**config.mk**
```make
export PLATFORM = sky130hd
export DESIGN_NAME = param_load_sequencer_flat
export DESIGN_NICKNAME = d
export VERILOG_FILES = /design/src/rtl/param_load_sequencer_if.sv /design/src/rtl/param_load_sequencer.sv /design/src/flat_wrapper.sv
export SDC_FILE = /design/constraint.sdc
export NUM_CORES = 1
export LEC_CHECK = 0
export ABC_AREA = 1
export BUFFER_PORTS_ARGS = -buffer_cell sky130_fd_sc_hd__buf_2
export CORE_UTILIZATION = 61
export CTS_CLUSTER_SIZE = 8
export DETAILED_ROUTE_END_ITERATION = 7
export GPL_ROUTABILITY_DRIVEN = 0
export GPL_TIMING_DRIVEN = 0
export PLACE_DENSITY = 0.88
export RECOVER_POWER = 25
export SETUP_SLACK_MARGIN = 0.2
export SLEW_MARGIN = 0
export SYNTH_ARGS = -nofsm -noshare
export SYNTH_HDL_FRONTEND = slang
export SYNTH_SLANG_ARGS = --single-unit
export TNS_END_PERCENT = 10
```
**constraint.sdc**
```tcl
create_clock -name clk -period 4.8 [get_ports clk]
set_input_delay 0.24 -clock clk [delete_from_list [all_inputs] [get_ports clk]]
set_output_delay 0.24 -clock clk [all_outputs]
set_load 0.1 [all_outputs]
```
**src/rtl/param_load_sequencer_if.sv**
```systemverilog
`default_nettype none
// ============================================================================
// Module  : param_load_sequencer_if
// Brief   : Control-bus write port (plus optional readback) of the sequencer.
// Revision: 1.0 - initial release
// ============================================================================
interface param_load_sequencer_if;
  logic        wr_en;
  logic [3:0]  wr_addr;
  logic [31:0] wr_data;
  logic        wr_err;
`ifdef PARAM_READBACK_EN
  logic        rd_en;
  logic [3:0]  rd_addr;
  logic [31:0] rd_data;
  logic        rd_valid;

  modport master (output wr_en, wr_addr, wr_data, rd_en, rd_addr,
                  input  wr_err, rd_data, rd_valid);
  modport slave  (input  wr_en, wr_addr, wr_data, rd_en, rd_addr,
                  output wr_err, rd_data, rd_valid);
`else
  modport master (output wr_en, wr_addr, wr_data, input wr_err);
  modport slave  (input wr_en, wr_addr, wr_data, output wr_err);
`endif
endinterface
`default_nettype wire

```
**src/rtl/param_load_sequencer.sv**
```systemverilog
`default_nettype none
// ============================================================================
// Module  : param_load_sequencer
// Brief   : Shadow-register writes, then a commit that presents a coherent
//           parameter set with guaranteed setup/hold/gap around load_param.
//           Optional readback port guarded by PARAM_READBACK_EN.
// Revision: 1.0 - initial release
// ============================================================================
module param_load_sequencer #(
  parameter int SETUP_CYC = 4,
  parameter int HOLD_CYC  = 4,
  parameter int GAP_CYC   = 8
) (
  input  wire logic               clk,
  input  wire logic               rst_n,
  param_load_sequencer_if.slave   wr_bus,
  output logic                    busy,
  output logic [15:0]             cmos_freq,
  output logic [15:0]             cmos_width,
  output logic [31:0]             laser_freq,
  output logic [31:0]             laser_width,
  output logic [31:0]             frame_gate_width_a,
  output logic [31:0]             frame_gate_delay_a,
  output logic [31:0]             frame_gate_width_b,
  output logic [31:0]             frame_gate_delay_b,
  output logic [7:0]              tim_cycles_m,
  output logic [7:0]              delay_step_delta_t,
  output logic [15:0]             bg_frame_deci_n,
  output logic                    load_param,
  output logic                    commit_done
);

  localparam logic [7:0] C_SETUP_LOAD  = 8'(SETUP_CYC - 1);
  localparam logic [7:0] C_HOLD_LOAD   = 8'(HOLD_CYC - 1);
  localparam logic [7:0] C_GAP_LOAD    = 8'(GAP_CYC - 1);
  localparam logic [3:0] C_ADDR_LAST   = 4'hA;
  localparam logic [3:0] C_ADDR_COMMIT = 4'hF;

  typedef enum logic [1:0] {
    ST_IDLE  = 2'd0,
    ST_SETUP = 2'd1,
    ST_PULSE = 2'd2,
    ST_GAP   = 2'd3
  } state_t;

  state_t      r_state;
  logic [7:0]  r_cnt;
  logic        r_pending;
  logic        r_busy;
  logic        r_load_param;
  logic        r_commit_done;
  logic        r_wr_err;

  logic [15:0] r_sh_cmos_freq, r_sh_cmos_width, r_sh_bg_frame_deci_n;
  logic [31:0] r_sh_laser_freq, r_sh_laser_width;
  logic [31:0] r_sh_fg_width_a, r_sh_fg_delay_a, r_sh_fg_width_b, r_sh_fg_delay_b;
  logic [7:0]  r_sh_tim_cycles_m, r_sh_delay_step_delta_t;

  logic [15:0] r_cmos_freq, r_cmos_width, r_bg_frame_deci_n;
  logic [31:0] r_laser_freq, r_laser_width;
  logic [31:0] r_fg_width_a, r_fg_delay_a, r_fg_width_b, r_fg_delay_b;
  logic [7:0]  r_tim_cycles_m, r_delay_step_delta_t;

  logic        w_commit;
  logic        w_unmapped;

  assign w_commit   = wr_bus.wr_en && (wr_bus.wr_addr == C_ADDR_COMMIT);
  assign w_unmapped = wr_bus.wr_en && (wr_bus.wr_addr > C_ADDR_LAST) &&
                      (wr_bus.wr_addr != C_ADDR_COMMIT);

  // Shadow bank: narrow fields keep the low bits of the bus word.
  always_ff @(posedge clk or negedge rst_n) begin
    if (!rst_n) begin
      r_sh_cmos_freq          <= '0;
      r_sh_cmos_width         <= '0;
      r_sh_laser_freq         <= '0;
      r_sh_laser_width        <= '0;
      r_sh_fg_width_a         <= '0;
      r_sh_fg_delay_a         <= '0;
      r_sh_fg_width_b         <= '0;
      r_sh_fg_delay_b         <= '0;
      r_sh_tim_cycles_m       <= '0;
      r_sh_delay_step_delta_t <= '0;
      r_sh_bg_frame_deci_n    <= '0;
      r_wr_err                <= 1'b0;
    end else begin
      r_wr_err <= w_unmapped;
      if (wr_bus.wr_en) begin
        case (wr_bus.wr_addr)
          4'h0: r_sh_cmos_freq          <= wr_bus.wr_data[15:0];
          4'h1: r_sh_cmos_width         <= wr_bus.wr_data[15:0];
          4'h2: r_sh_laser_freq         <= wr_bus.wr_data;
          4'h3: r_sh_laser_width        <= wr_bus.wr_data;
          4'h4: r_sh_fg_width_a         <= wr_bus.wr_data;
          4'h5: r_sh_fg_delay_a         <= wr_bus.wr_data;
          4'h6: r_sh_fg_width_b         <= wr_bus.wr_data;
          4'h7: r_sh_fg_delay_b         <= wr_bus.wr_data;
          4'h8: r_sh_tim_cycles_m       <= wr_bus.wr_data[7:0];
          4'h9: r_sh_delay_step_delta_t <= wr_bus.wr_data[7:0];
          4'hA: r_sh_bg_frame_deci_n    <= wr_bus.wr_data[15:0];
          default: ;
        endcase
      end
    end
  end

  // Sequencer; the output bank only loads on the IDLE->SETUP edge.
  always_ff @(posedge clk or negedge rst_n) begin
    if (!rst_n) begin
      r_state              <= ST_IDLE;
      r_cnt                <= '0;
      r_pending            <= 1'b0;
      r_busy               <= 1'b0;
      r_load_param         <= 1'b0;
      r_commit_done        <= 1'b0;
      r_cmos_freq          <= '0;
      r_cmos_width         <= '0;
      r_laser_freq         <= '0;
      r_laser_width        <= '0;
      r_fg_width_a         <= '0;
      r_fg_delay_a         <= '0;
      r_fg_width_b         <= '0;
      r_fg_delay_b         <= '0;
      r_tim_cycles_m       <= '0;
      r_delay_step_delta_t <= '0;
      r_bg_frame_deci_n    <= '0;
    end else begin
      r_commit_done <= 1'b0;
      if (w_commit && (r_state != ST_IDLE)) begin
        r_pending <= 1'b1;
      end
      case (r_state)
        ST_IDLE: begin
          if (w_commit || r_pending) begin
            r_cmos_freq          <= r_sh_cmos_freq;
            r_cmos_width         <= r_sh_cmos_width;
            r_laser_freq         <= r_sh_laser_freq;
            r_laser_width        <= r_sh_laser_width;
            r_fg_width_a         <= r_sh_fg_width_a;
            r_fg_delay_a         <= r_sh_fg_delay_a;
            r_fg_width_b         <= r_sh_fg_width_b;
            r_fg_delay_b         <= r_sh_fg_delay_b;
            r_tim_cycles_m       <= r_sh_tim_cycles_m;
            r_delay_step_delta_t <= r_sh_delay_step_delta_t;
            r_bg_frame_deci_n    <= r_sh_bg_frame_deci_n;
            r_cnt                <= C_SETUP_LOAD;
            r_pending            <= 1'b0;
            r_busy               <= 1'b1;
            r_state              <= ST_SETUP;
          end
        end
        ST_SETUP: begin
          if (r_cnt == 8'd0) begin
            r_cnt        <= C_HOLD_LOAD;
            r_load_param <= 1'b1;
            r_state      <= ST_PULSE;
          end else begin
            r_cnt <= r_cnt - 8'd1;
          end
        end
        ST_PULSE: begin
          if (r_cnt == 8'd0) begin
            r_cnt        <= C_GAP_LOAD;
            r_load_param <= 1'b0;
            r_state      <= ST_GAP;
          end else begin
            r_cnt <= r_cnt - 8'd1;
          end
        end
        ST_GAP: begin
          if (r_cnt == 8'd0) begin
            r_commit_done <= 1'b1;
            r_busy        <= 1'b0;
            r_state       <= ST_IDLE;
          end else begin
            r_cnt <= r_cnt - 8'd1;
          end
        end
        default: begin
          r_load_param <= 1'b0;
          r_busy       <= 1'b0;
          r_state      <= ST_IDLE;
        end
      endcase
    end
  end

`ifdef PARAM_READBACK_EN
  logic [31:0] w_rd_mux;
  logic [31:0] r_rd_data;
  logic        r_rd_valid;

  always_comb begin
    w_rd_mux = '0;
    case (wr_bus.rd_addr)
      4'h0: w_rd_mux = {16'd0, r_sh_cmos_freq};
      4'h1: w_rd_mux = {16'd0, r_sh_cmos_width};
      4'h2: w_rd_mux = r_sh_laser_freq;
      4'h3: w_rd_mux = r_sh_laser_width;
      4'h4: w_rd_mux = r_sh_fg_width_a;
      4'h5: w_rd_mux = r_sh_fg_delay_a;
      4'h6: w_rd_mux = r_sh_fg_width_b;
      4'h7: w_rd_mux = r_sh_fg_delay_b;
      4'h8: w_rd_mux = {24'd0, r_sh_tim_cycles_m};
      4'h9: w_rd_mux = {24'd0, r_sh_delay_step_delta_t};
      4'hA: w_rd_mux = {16'd0, r_sh_bg_frame_deci_n};
      4'hF: w_rd_mux = {31'd0, r_busy};
      default: w_rd_mux = '0;
    endcase
  end

  always_ff @(posedge clk or negedge rst_n) begin
    if (!rst_n) begin
      r_rd_data  <= '0;
      r_rd_valid <= 1'b0;
    end else begin
      r_rd_valid <= wr_bus.rd_en;
      if (wr_bus.rd_en) begin
        r_rd_data <= w_rd_mux;
      end
    end
  end

  assign wr_bus.rd_data  = r_rd_data;
  assign wr_bus.rd_valid = r_rd_valid;
`else
  // Write-only build: no readback path.
`endif

  assign wr_bus.wr_err      = r_wr_err;
  assign busy               = r_busy;
  assign load_param         = r_load_param;
  assign commit_done        = r_commit_done;
  assign cmos_freq          = r_cmos_freq;
  assign cmos_width         = r_cmos_width;
  assign laser_freq         = r_laser_freq;
  assign laser_width        = r_laser_width;
  assign frame_gate_width_a = r_fg_width_a;
  assign frame_gate_delay_a = r_fg_delay_a;
  assign frame_gate_width_b = r_fg_width_b;
  assign frame_gate_delay_b = r_fg_delay_b;
  assign tim_cycles_m       = r_tim_cycles_m;
  assign delay_step_delta_t = r_delay_step_delta_t;
  assign bg_frame_deci_n    = r_bg_frame_deci_n;

endmodule
`default_nettype wire

```
**src/flat_wrapper.sv**
```systemverilog
// flat-port wrapper written by rule: the top's interface ports become plain ports
module param_load_sequencer_flat 
#(
  parameter int SETUP_CYC = 4,
  parameter int HOLD_CYC  = 4,
  parameter int GAP_CYC   = 8
)
  (clk, rst_n, busy, cmos_freq, cmos_width, laser_freq, laser_width, frame_gate_width_a, frame_gate_delay_a, frame_gate_width_b, frame_gate_delay_b, tim_cycles_m, delay_step_delta_t, bg_frame_deci_n, load_param, commit_done, wr_bus_wr_en, wr_bus_wr_addr, wr_bus_wr_data, wr_bus_wr_err);
  param_load_sequencer_if wr_bus_i ();
  input  wire logic clk;
  input  wire logic rst_n;
  output logic busy;
  output logic [15:0] cmos_freq;
  output logic [15:0] cmos_width;
  output logic [31:0] laser_freq;
  output logic [31:0] laser_width;
  output logic [31:0] frame_gate_width_a;
  output logic [31:0] frame_gate_delay_a;
  output logic [31:0] frame_gate_width_b;
  output logic [31:0] frame_gate_delay_b;
  output logic [7:0] tim_cycles_m;
  output logic [7:0] delay_step_delta_t;
  output logic [15:0] bg_frame_deci_n;
  output logic load_param;
  output logic commit_done;
  input wire logic [$bits(wr_bus_i.wr_en)-1:0] wr_bus_wr_en;
  input wire logic [$bits(wr_bus_i.wr_addr)-1:0] wr_bus_wr_addr;
  input wire logic [$bits(wr_bus_i.wr_data)-1:0] wr_bus_wr_data;
  output wire logic [$bits(wr_bus_i.wr_err)-1:0] wr_bus_wr_err;
  assign wr_bus_i.wr_en = wr_bus_wr_en;
  assign wr_bus_i.wr_addr = wr_bus_wr_addr;
  assign wr_bus_i.wr_data = wr_bus_wr_data;
  assign wr_bus_wr_err = wr_bus_i.wr_err;
  param_load_sequencer #(.SETUP_CYC(SETUP_CYC), .HOLD_CYC(HOLD_CYC), .GAP_CYC(GAP_CYC)) u_core (.clk(clk), .rst_n(rst_n), .wr_bus(wr_bus_i), .busy(busy), .cmos_freq(cmos_freq), .cmos_width(cmos_width), .laser_freq(laser_freq), .laser_width(laser_width), .frame_gate_width_a(frame_gate_width_a), .frame_gate_delay_a(frame_gate_delay_a), .frame_gate_width_b(frame_gate_width_b), .frame_gate_delay_b(frame_gate_delay_b), .tim_cycles_m(tim_cycles_m), .delay_step_delta_t(delay_step_delta_t), .bg_frame_deci_n(bg_frame_deci_n), .load_param(load_param), .commit_done(commit_done));
endmodule
```
==> results.toml, run 1 <==
[power]
peakVddDrop_mv = 0.265
combinationalPowerShare = 0.061
switching_share = 0.242
p_switching_w = 0.00251
p_leak_nw = 13.3
p_int_w = 0.00788
p_per_area_nw_per_um2 = 424
pwr-share-seq = 0.499
clockPowerShare = 0.439

[critical_path]
rr_endpoint = "u_core.r_cnt[7]"
cp.required_ns = 5.44
start_kind = "input pin"
cp-startpoint = "rst_n"
cp_slowest_cell = "dlygate4sd3_1"
timing.critical_path.cells = "dlygate4sd3_1 > buf_8 > buf_16 > buf_16 > buf_16"
cpMostUsedCell = "buf_16"
cp_max_fo = 114
r2r_slack_ns = 2.86
worst_r2r_path_depth = 10
cp.arrival_ns = 2.88
crit_type = "input pin to async pin"
cp_slowest_stage_delay_ns = 0.57
critPathCapture = "u_core.r_sh_fg_width_b[26]"
cp-end-kind = "async pin"
r2r_start = "u_core.r_cnt[0]"

[floorplanning]
die_w_um = 185
core_um2 = 32800
num_rows = 66
fp.dieArea_um2 = 34300
start_util = 0.624
ios = 299
chipHeight_um = 185

[synth]
syn_inst = 1536
ys_warn_count = 0
ys_ff_latch = 527
synth_area_per_cell_um2 = 13.3
ys_seq_area_frac = 0.645
syn_nets = 1580
netlist_area_um2 = 20500
synth_cell_types = 21

[global_route]
grt_max_degree = 130
grt_overflow = 0
grt_pass1_vias = 14856
grt_usage = 0.341
grt_pass1_wl_mm = 86.3
antenna_found_initial = 2

[timing]
clock-skew-final_ns = 0.0189
fin_crit_sh = 0.466
setup_violations = 0
rsz0062_at_grt = "false"
hold_viol = 0
max_slew.worst_pin.slew_ns = 1.30
max_slew_margin = 0.139
fin_hold_ws_ns = 0.0224
max_freq_mhz = 447
fin_crit_ns = 2.24
finalMaxSlewViolations = 0

[clocking]
clkTransAtPathRegs_ns = 0.05
post_cts_resized = 0
clock_sinks = 527
clk_latency_ns = 0.56
cts_tree = "built"
cts-htree-levels = 3
clock_path_buffers = 3
numCtsBuffers = 75
clk_root_buffer_cell = "clkbuf_16"

[run]
maxCapViolations = 0

[finish]
multiInputGateArea_um2 = 6520
syn_to_final_growth_pct = 19.9
layout_common_cells = "dfrtp_1, nand2_1, o21ai_0"
fill_cells = 2030
final_cells = 2370
layout_commonest_cell = "dfrtp_1"
fin_nets = 1966
drive_above_1_share = 0.296
seqCellArea_um2 = 13200

[status]
outcome = "complete, no violations"

[placed_design]
dp_hpwl_mm = 35.7
io_buffer_count = 297
place_inst = 2279

[detailed_routing]
ant_nets = 0
dr.pass1.iters = 5
drt_first_iter_violations = 1046
vias_per_cell = 5.81
drc = 0
vias = 13774
routed_wirelength_mm = 56.7
wl_per_cell_um = 23.9

[hold_path]
hp-class = "input pin to register"
## layer usage
layer  GRT usage  up-vias  part of all wire
met4       0.148        0             0.038
met3      0.0667      159             0.072
li1            -     5865                 -
met1       0.447     7104              0.40
met5           0        -                 0
met2       0.557      646              0.49
## critical path: cells and delay by family
family	cells	cell delay, ns
buf+inv	5	2.37
## layout make-up
cell class,instances,share of cell area
clock buffer,76,0.0767
sequential,527,0.538
antenna,2,0.000204
inverter,58,0.00888
clock inverter,5,0.00301
timing repair buffer,309,0.0634
multi-input combinational,867,0.266
buffer,84,0.0214
tap,442,0.0226
## cell usage after synthesis
cell	count	area (um2)
o31ai_1	1	7.51
mux2_2	16	180
ha_1	5	62.6
nand2_2	5	31.3
nor2_1	23	86.3
o21bai_1	1	7.51
xor2_1	4	35.0
nand2_1	284	1070
nor2_2	1	6.26
buf_2	6	30.0
mux2_4	240	3600
nand3_1	12	60.1
nand4_1	2	12.5
or2_2	1	6.26
dfrtp_1	527	13200
inv_1	58	218
clkbuf_1	51	191
nor3_1	3	15.0
buf_6	27	304
a21oi_1	2	10.0
o21ai_0	267	1340
## metrics by stage
step,setup slack (ns),setup TNS (ns),util,power (W),cell area [um2]
2_1_floorplan,3.27,0,-,0.00549,20500
3_3_place_gp,-6.47,-3374.92,0.686,0.00573,22500
3_5_place_dp,2.54,0,0.690,0.00583,22600
4_1_cts,2.51,0,0.752,0.0104,24700
5_1_grt,2.22,0,0.748,0.0107,24500
6_report,2.56,0,0.748,0.0104,24500
## worst min-delay path by stage
stage | start | to | slack (ns) | cells past startpoint
floorplan | rst_n | u_core.bg_frame_deci_n[0] | -0.06 | 0
global placement | u_core.r_sh_laser_width[31] | u_core.r_sh_laser_width[31] | 0.46 | 2
detailed placement | rst_n | u_core.cmos_width[8] | 0.24 | 1
CTS | wr_bus_wr_data[3] | u_core.r_sh_fg_width_a[3] | 0.003 | 3
global route | wr_bus_wr_data[4] | u_core.r_sh_fg_width_a[4] | 0.006 | 3
finish | wr_bus_wr_data[3] | u_core.r_sh_fg_width_a[3] | 0.02 | 3
## what timing repair did
item | in CTS | in global routing
setup buffers | 0 | 0
hold endpoints to repair | 84 | 0
endpoints found under the setup margin | 0 | 0
hold buffers | 8 | 0
## power groups by stage
stage               clock network (W)  logic [W]  registers (W)
global placement                    0   0.000539        0.00519
floorplan                           0   0.000361        0.00513
finish                        0.00456   0.000634        0.00519
CTS                           0.00459   0.000640        0.00518
detailed placement                  0   0.000609        0.00523
global route                  0.00478   0.000731        0.00522
## cell families after synthesis
family,synth area share
AO/OA/AOI/OAI,0.0665
XOR/XNOR,0.00171
adder cells (fa/ha/maj),0.00306
buffers and inverters,0.0363
flip-flops,0.645
multiplexers,0.185
AND/OR/NAND/NOR,0.0628
## flip-flops by register name (all words and copies together) (netlist names), 32 cells and up
register	cells
u_core.r_sh_laser_width	32
u_core.frame_gate_delay_a	32
u_core.laser_freq	32
u_core.frame_gate_width_b	32
u_core.frame_gate_width_a	32
u_core.frame_gate_delay_b	32
u_core.r_sh_fg_width_b	32
u_core.r_sh_fg_width_a	32
u_core.r_sh_fg_delay_a	32
u_core.r_sh_laser_freq	32
u_core.r_sh_fg_delay_b	32
u_core.laser_width	32
Note: power is estimated with default switching activity, not from simulation.
==> run 2, diff against run 1 <==
CORE_UTILIZATION = 57   (was 61)
PLACE_DENSITY = 0.84   (was 0.88)
clock period = 2.2 ns   (was 4.8 ns; I/O delays follow)
==> run 2 against run 1 <==
Net effect: via count up 0.29%; sequential share of layout area fell by 0.95 points; cell count grew 2.1%; clock skew is 0.0036 ns higher; first-iteration DRC count is 14% lower; routed wire length decreased by 0.27%; flip-flop and latch count unchanged; utilization shrank 4.4 points; worst setup slack worse by 2.3 ns; design area is 1.8% higher.
==> results.toml, run 2 (synthesized netlist as in run 1, its figures left out) <==
[status]
outcome = "complete, no violations"

[floorplanning]
num_rows = 69
chipHeight_um = 191
start_util = 0.577
die_w_um = 191
core_um2 = 35500
fp.dieArea_um2 = 36700
ios = 299

[detailed_routing]
vias = 13814
route.layer.met1.wl_mm = 23.1
vias_per_cell = 5.71
wl_met2_mm = 27.0
dr_wl_met3_mm = 3.83
drc = 0
wl_per_cell_um = 23.4
top_layer = "met5"
drt_first_iter_violations = 899
routed_wirelength_mm = 56.5
ant_nets = 0
dr.pass1.iters = 5

[clocking]
clock_sinks = 527
cts_hold_buf = 34
clock_path_buffers = 3
cts_tree = "built"
numCtsBuffers = 75
cts-htree-levels = 3
clk_latency_ns = 0.59
clkTransAtPathRegs_ns = 0.05
clk_root_buffer_cell = "clkbuf_16"

[timing]
setup_violations = 0
finalMaxSlewViolations = 0
max_slew.worst_pin.slew_ns = 1.17
rsz0062_at_grt = "false"
setup_slack_ns = 0.284
max_freq_mhz = 522
fin_crit_sh = 0.871
clock-skew-final_ns = 0.0224
fin_crit_ns = 1.92
hold_viol = 0
fin_hold_ws_ns = 0.0450
max_slew_margin = 0.220

[finish]
final_core_util = 0.704
syn_to_final_growth_pct = 22.0
layout_common_cells = "dfrtp_1, buf_2, nand2_1"
layout_commonest_cell = "dfrtp_1"
fill_cells = 2282
fin_nets = 1992
drive_above_1_share = 0.350
design_area_um2 = 25000

[critical_path]
cp-end-kind = "register"
timing.critical_path.cells = "inv_1 > ha_1 > nand2_2 > buf_6 > buf_6 > mux2_4"
start_kind = "register"
cp_max_fo = 10
crit_type = "register to register"
cp.arrival_ns = 2.37
cpMostUsedCell = "buf_6"
cp.required_ns = 2.65
cp_slowest_stage_delay_ns = 0.37
cp_slowest_cell = "dfrtp_1"

[hold_path]
hp-class = "input pin to register"

[placed_design]
dpl_cell_area_um2 = 22600
pre_cts_ws_ns = 0.109
io_buffer_count = 297
dp_hpwl_mm = 35.8

[global_route]
grt_pass1_wl_mm = 85.9
grt_overflow = 0
antenna_found_initial = 5
grt_usage = 0.315
grt_pass1_vias = 14621
grt_max_degree = 127

[power]
p_leak_nw = 13.9
p_per_area_nw_per_um2 = 916
peakVddDrop_mv = 0.632
power_w = 0.0229

[run]
maxCapViolations = 0
[run 2: what timing repair did]
item / in CTS / in global routing
buffers inserted: 0 / 0
resized for setup: 0 / 5
hold endpoints to repair: 266 / 120
endpoints found under the setup margin: 0 / 8
[run 2: power breakdown]
part	total (W)	internal, W	switching (W)
sequential	0.0113	0.0107	0.000602
combinational	0.00139	0.000515	0.000874
clock	0.0102	0.00615	0.00405
total	0.0229	0.0173	0.00553
[run 2: per-stage QoR]
stage | cells | TNS, ns
after floorplan | 1536 | 0
after global placement | 2294 | -4711.20
after detailed placement | 2298 | 0
after CTS | 2415 | 0
after global routing | 2419 | 0
final | 2419 | 0
[run 2: layout make-up]
class	instances	area (um2)	share of cell area
buffer	84	526	0.0211
inverter	58	218	0.00872
antenna	4	10.0	0.000401
clock buffer	78	1930	0.0773
sequential	527	13200	0.528
tap	461	577	0.0231
multi-input combinational	867	6540	0.262
timing repair buffer	335	1910	0.0766
clock inverter	5	58.8	0.00236
[run 2: final timing paths]
kind / start / end / slack, ns / cells after the start
hold reg to reg: u_core.r_sh_cmos_freq[15] / u_core.r_sh_cmos_freq[15] / 0.48 / 2
hold / removal: wr_bus_wr_data[9] / u_core.r_sh_fg_delay_a[9] / 0.05 / 3
max in group asynchronous: rst_n / u_core.r_sh_fg_width_a[24] / 0.45 / 7
setup / recovery: u_core.r_state[0] / u_core.frame_gate_width_b[0] / 0.28 / 6
min in group asynchronous: rst_n / u_core.r_sh_bg_frame_deci_n[7] / 0.12 / 5
setup reg to reg: u_core.r_state[0] / u_core.frame_gate_width_b[0] / 0.28 / 6
[run 2: critical path, delay by kind of cell (launching register included)]
kind | cells | cell delay [ns]
DFF | 1 | 0.37
buffers and inverters | 3 | 0.60
adders and majority gates | 1 | 0.31
muxes | 1 | 0.33
and+or+nand+nor | 1 | 0.16
[run 2: routing by layer]
| layer | GRT usage | vias up |
|---|---|---|
| met5 | 0 | - |
| met1 | 0.409 | 7121 |
| met4 | 0.146 | 2 |
| met2 | 0.504 | 590 |
| met3 | 0.0734 | 174 |
| li1 | - | 5927 |
==> run 3, diff against run 2 <==
CORE_MARGIN = 1.5   (was not set)
MAX_ROUTING_LAYER = met4   (was not set)
RECOVER_POWER = 50   (was 25)
==> run 3 against run 2 <==
Net effect: power grew 1.2%; maximum frequency down 6.8%; clock power about the same; worst setup slack got worse by 0.14 ns; largest power group unchanged; highest routed layer is now met4.
==> results.toml, run 3 (synthesized netlist as in run 1, its figures left out) <==
[finish]
fill_cells = 2356
seqCellArea_um2 = 13200
fin_nets = 1987
syn_to_final_growth_pct = 21.1
drive_above_1_share = 0.261
layout_commonest_cell = "dfrtp_1"
layout_common_cells = "dfrtp_1, nand2_1, o21ai_0"
multiInputGateArea_um2 = 6530

[power]
power_w = 0.0232
p_leak_nw = 13.1
p_per_area_nw_per_um2 = 934
peakVddDrop_mv = 0.714

[critical_path]
worst_r2r_path_depth = 6
cp-end-kind = "register"
timing.critical_path.cells = "dlygate4sd3_1 > clkbuf_1 > nand3_1 > clkbuf_1 > nand2_1 > o21ai_0"
rr_endpoint = "u_core.laser_freq[28]"
cp_slowest_cell = "nand3_1"
cp.required_ns = 2.61
cpMostUsedCell = "clkbuf_1"
cp.arrival_ns = 2.46
crit_type = "input pin to register"
cp.buffers_inverters = 3
r2r_slack_ns = 0.34
start_kind = "input pin"
cp_max_fo = 10
critPathTopFamily = "buffers and inverters"
cp_slowest_stage_delay_ns = 0.65
r2r_start = "u_core.r_state[0]"

[timing]
setup_slack_ns = 0.143
fin_hold_ws_ns = 0.0424
max_slew.worst_pin.slew_ns = 1.28
max_freq_mhz = 486
hold_viol = 0
fin_crit_sh = 0.935
max_slew_margin = 0.152
finalMaxSlewViolations = 0
setup_violations = 0
clock-skew-final_ns = 0.0213
rsz0062_at_grt = "true"
fin_crit_ns = 2.06

[global_route]
antenna_found_initial = 3
grt_max_degree = 126
grt_overflow = 0
grt_pass1_wl_mm = 87.1
grt_usage = 0.327
grt_pass1_vias = 14712

[detailed_routing]
drt_first_iter_violations = 939
vias = 13848
ant_nets = 0
dr.pass1.iters = 7
wl_per_cell_um = 23.6
vias_per_cell = 5.73
routed_wirelength_mm = 57.1
drc = 0

[clocking]
cts-htree-levels = 3
clock_sinks = 527
clock_path_buffers = 3
cts_tree = "built"
clk_root_buffer_cell = "clkbuf_16"
numCtsBuffers = 76
cts_setup_buffers = 0
clkTransAtPathRegs_ns = 0.05
clk_latency_ns = 0.58

[hold_path]
whs_endpoint = "u_core.r_pending"
hold_start = "wr_bus_wr_addr[2]"
hp-class = "input pin to register"
holdPathStages = 5

[floorplanning]
start_util = 0.577
num_rows = 69
core_um2 = 35500
fp.dieArea_um2 = 37000
ios = 299
die_w_um = 192
chipHeight_um = 192

[status]
outcome = "complete, no violations"

[placed_design]
io_buffer_count = 297
pre_cts_ws_ns = 0.0863
dp_hpwl_mm = 36.2

[run]
maxCapViolations = 0
==> run 3: layout make-up <==
| class | count | share of cell area |
|---|---|---|
| clock inverters | 4 | 0.00227 |
| flip-flops and latches | 527 | 0.532 |
| plain buffers | 84 | 0.0212 |
| clock buffers | 83 | 0.0816 |
| well taps | 461 | 0.0233 |
| multi-input cells | 867 | 0.263 |
| repair buffers | 329 | 0.0670 |
| inverters | 58 | 0.00879 |
| diodes | 3 | 0.000303 |
==> run 3: through the flow <==
stage | instance area (um2) | TNS [ns] | utilization | cells
3_5_place_dp | 22600 | 0 | 0.638 | 2298
5_1_grt | 24800 | 0 | 0.698 | 2416
6_report | 24800 | 0 | 0.698 | 2416
3_3_place_gp | 22500 | -4733.88 | 0.635 | 2294
2_1_floorplan | 20500 | 0 | - | 1536
4_1_cts | 25000 | 0 | 0.705 | 2413
==> run 3: worst max-delay path by stage <==
stage / from / end / slack, ns / cells past startpoint
5_1_grt: wr_bus_wr_en / u_core.r_sh_laser_freq[27] / 0.06 / 6
4_1_cts: wr_bus_wr_en / u_core.r_sh_laser_freq[27] / 0.25 / 6
3_3_place_gp: rst_n / u_core.frame_gate_width_b[23] / -9.05 / 1
2_1_floorplan: u_core.r_state[0] / u_core.bg_frame_deci_n[0] / 0.67 / 6
3_5_place_dp: wr_bus_wr_addr[3] / u_core.r_sh_laser_freq[28] / 0.09 / 6
6_report: wr_bus_wr_en / u_core.r_sh_laser_freq[27] / 0.14 / 6
==> run 3: layer usage <==
metal  GRT usage  vias to the layer above  share of wire
met5           -                        -              0
met4       0.148                        0          0.046
met3      0.0660                      157          0.068
met2       0.507                      614           0.48
met1       0.419                     7171           0.41
li1            -                     5906              -
==> run 3: worst register-to-register path: cells and delay by family, from the launching register on <==
kind / cells / cell delay (ns)
buf+inv: 3 / 0.58
flops: 1 / 0.36
mux: 1 / 0.34
fa+ha+maj: 1 / 0.29
simple gates: 1 / 0.16
==> run 3: power by group <==
part / switching (W) / total [W] / internal [W]
clock: 0.00404 / 0.0105 / 0.00641
combinational: 0.000884 / 0.00140 / 0.000512
sequential: 0.000619 / 0.0113 / 0.0107
==> run 3: repair_timing <==
item / 4_1_cts / 5_1_grt
hold buffers: 28 / 0
gates resized for setup: 0 / 1
hold endpoints to repair: 220 / 0
setup endpoints to repair: 0 / 131
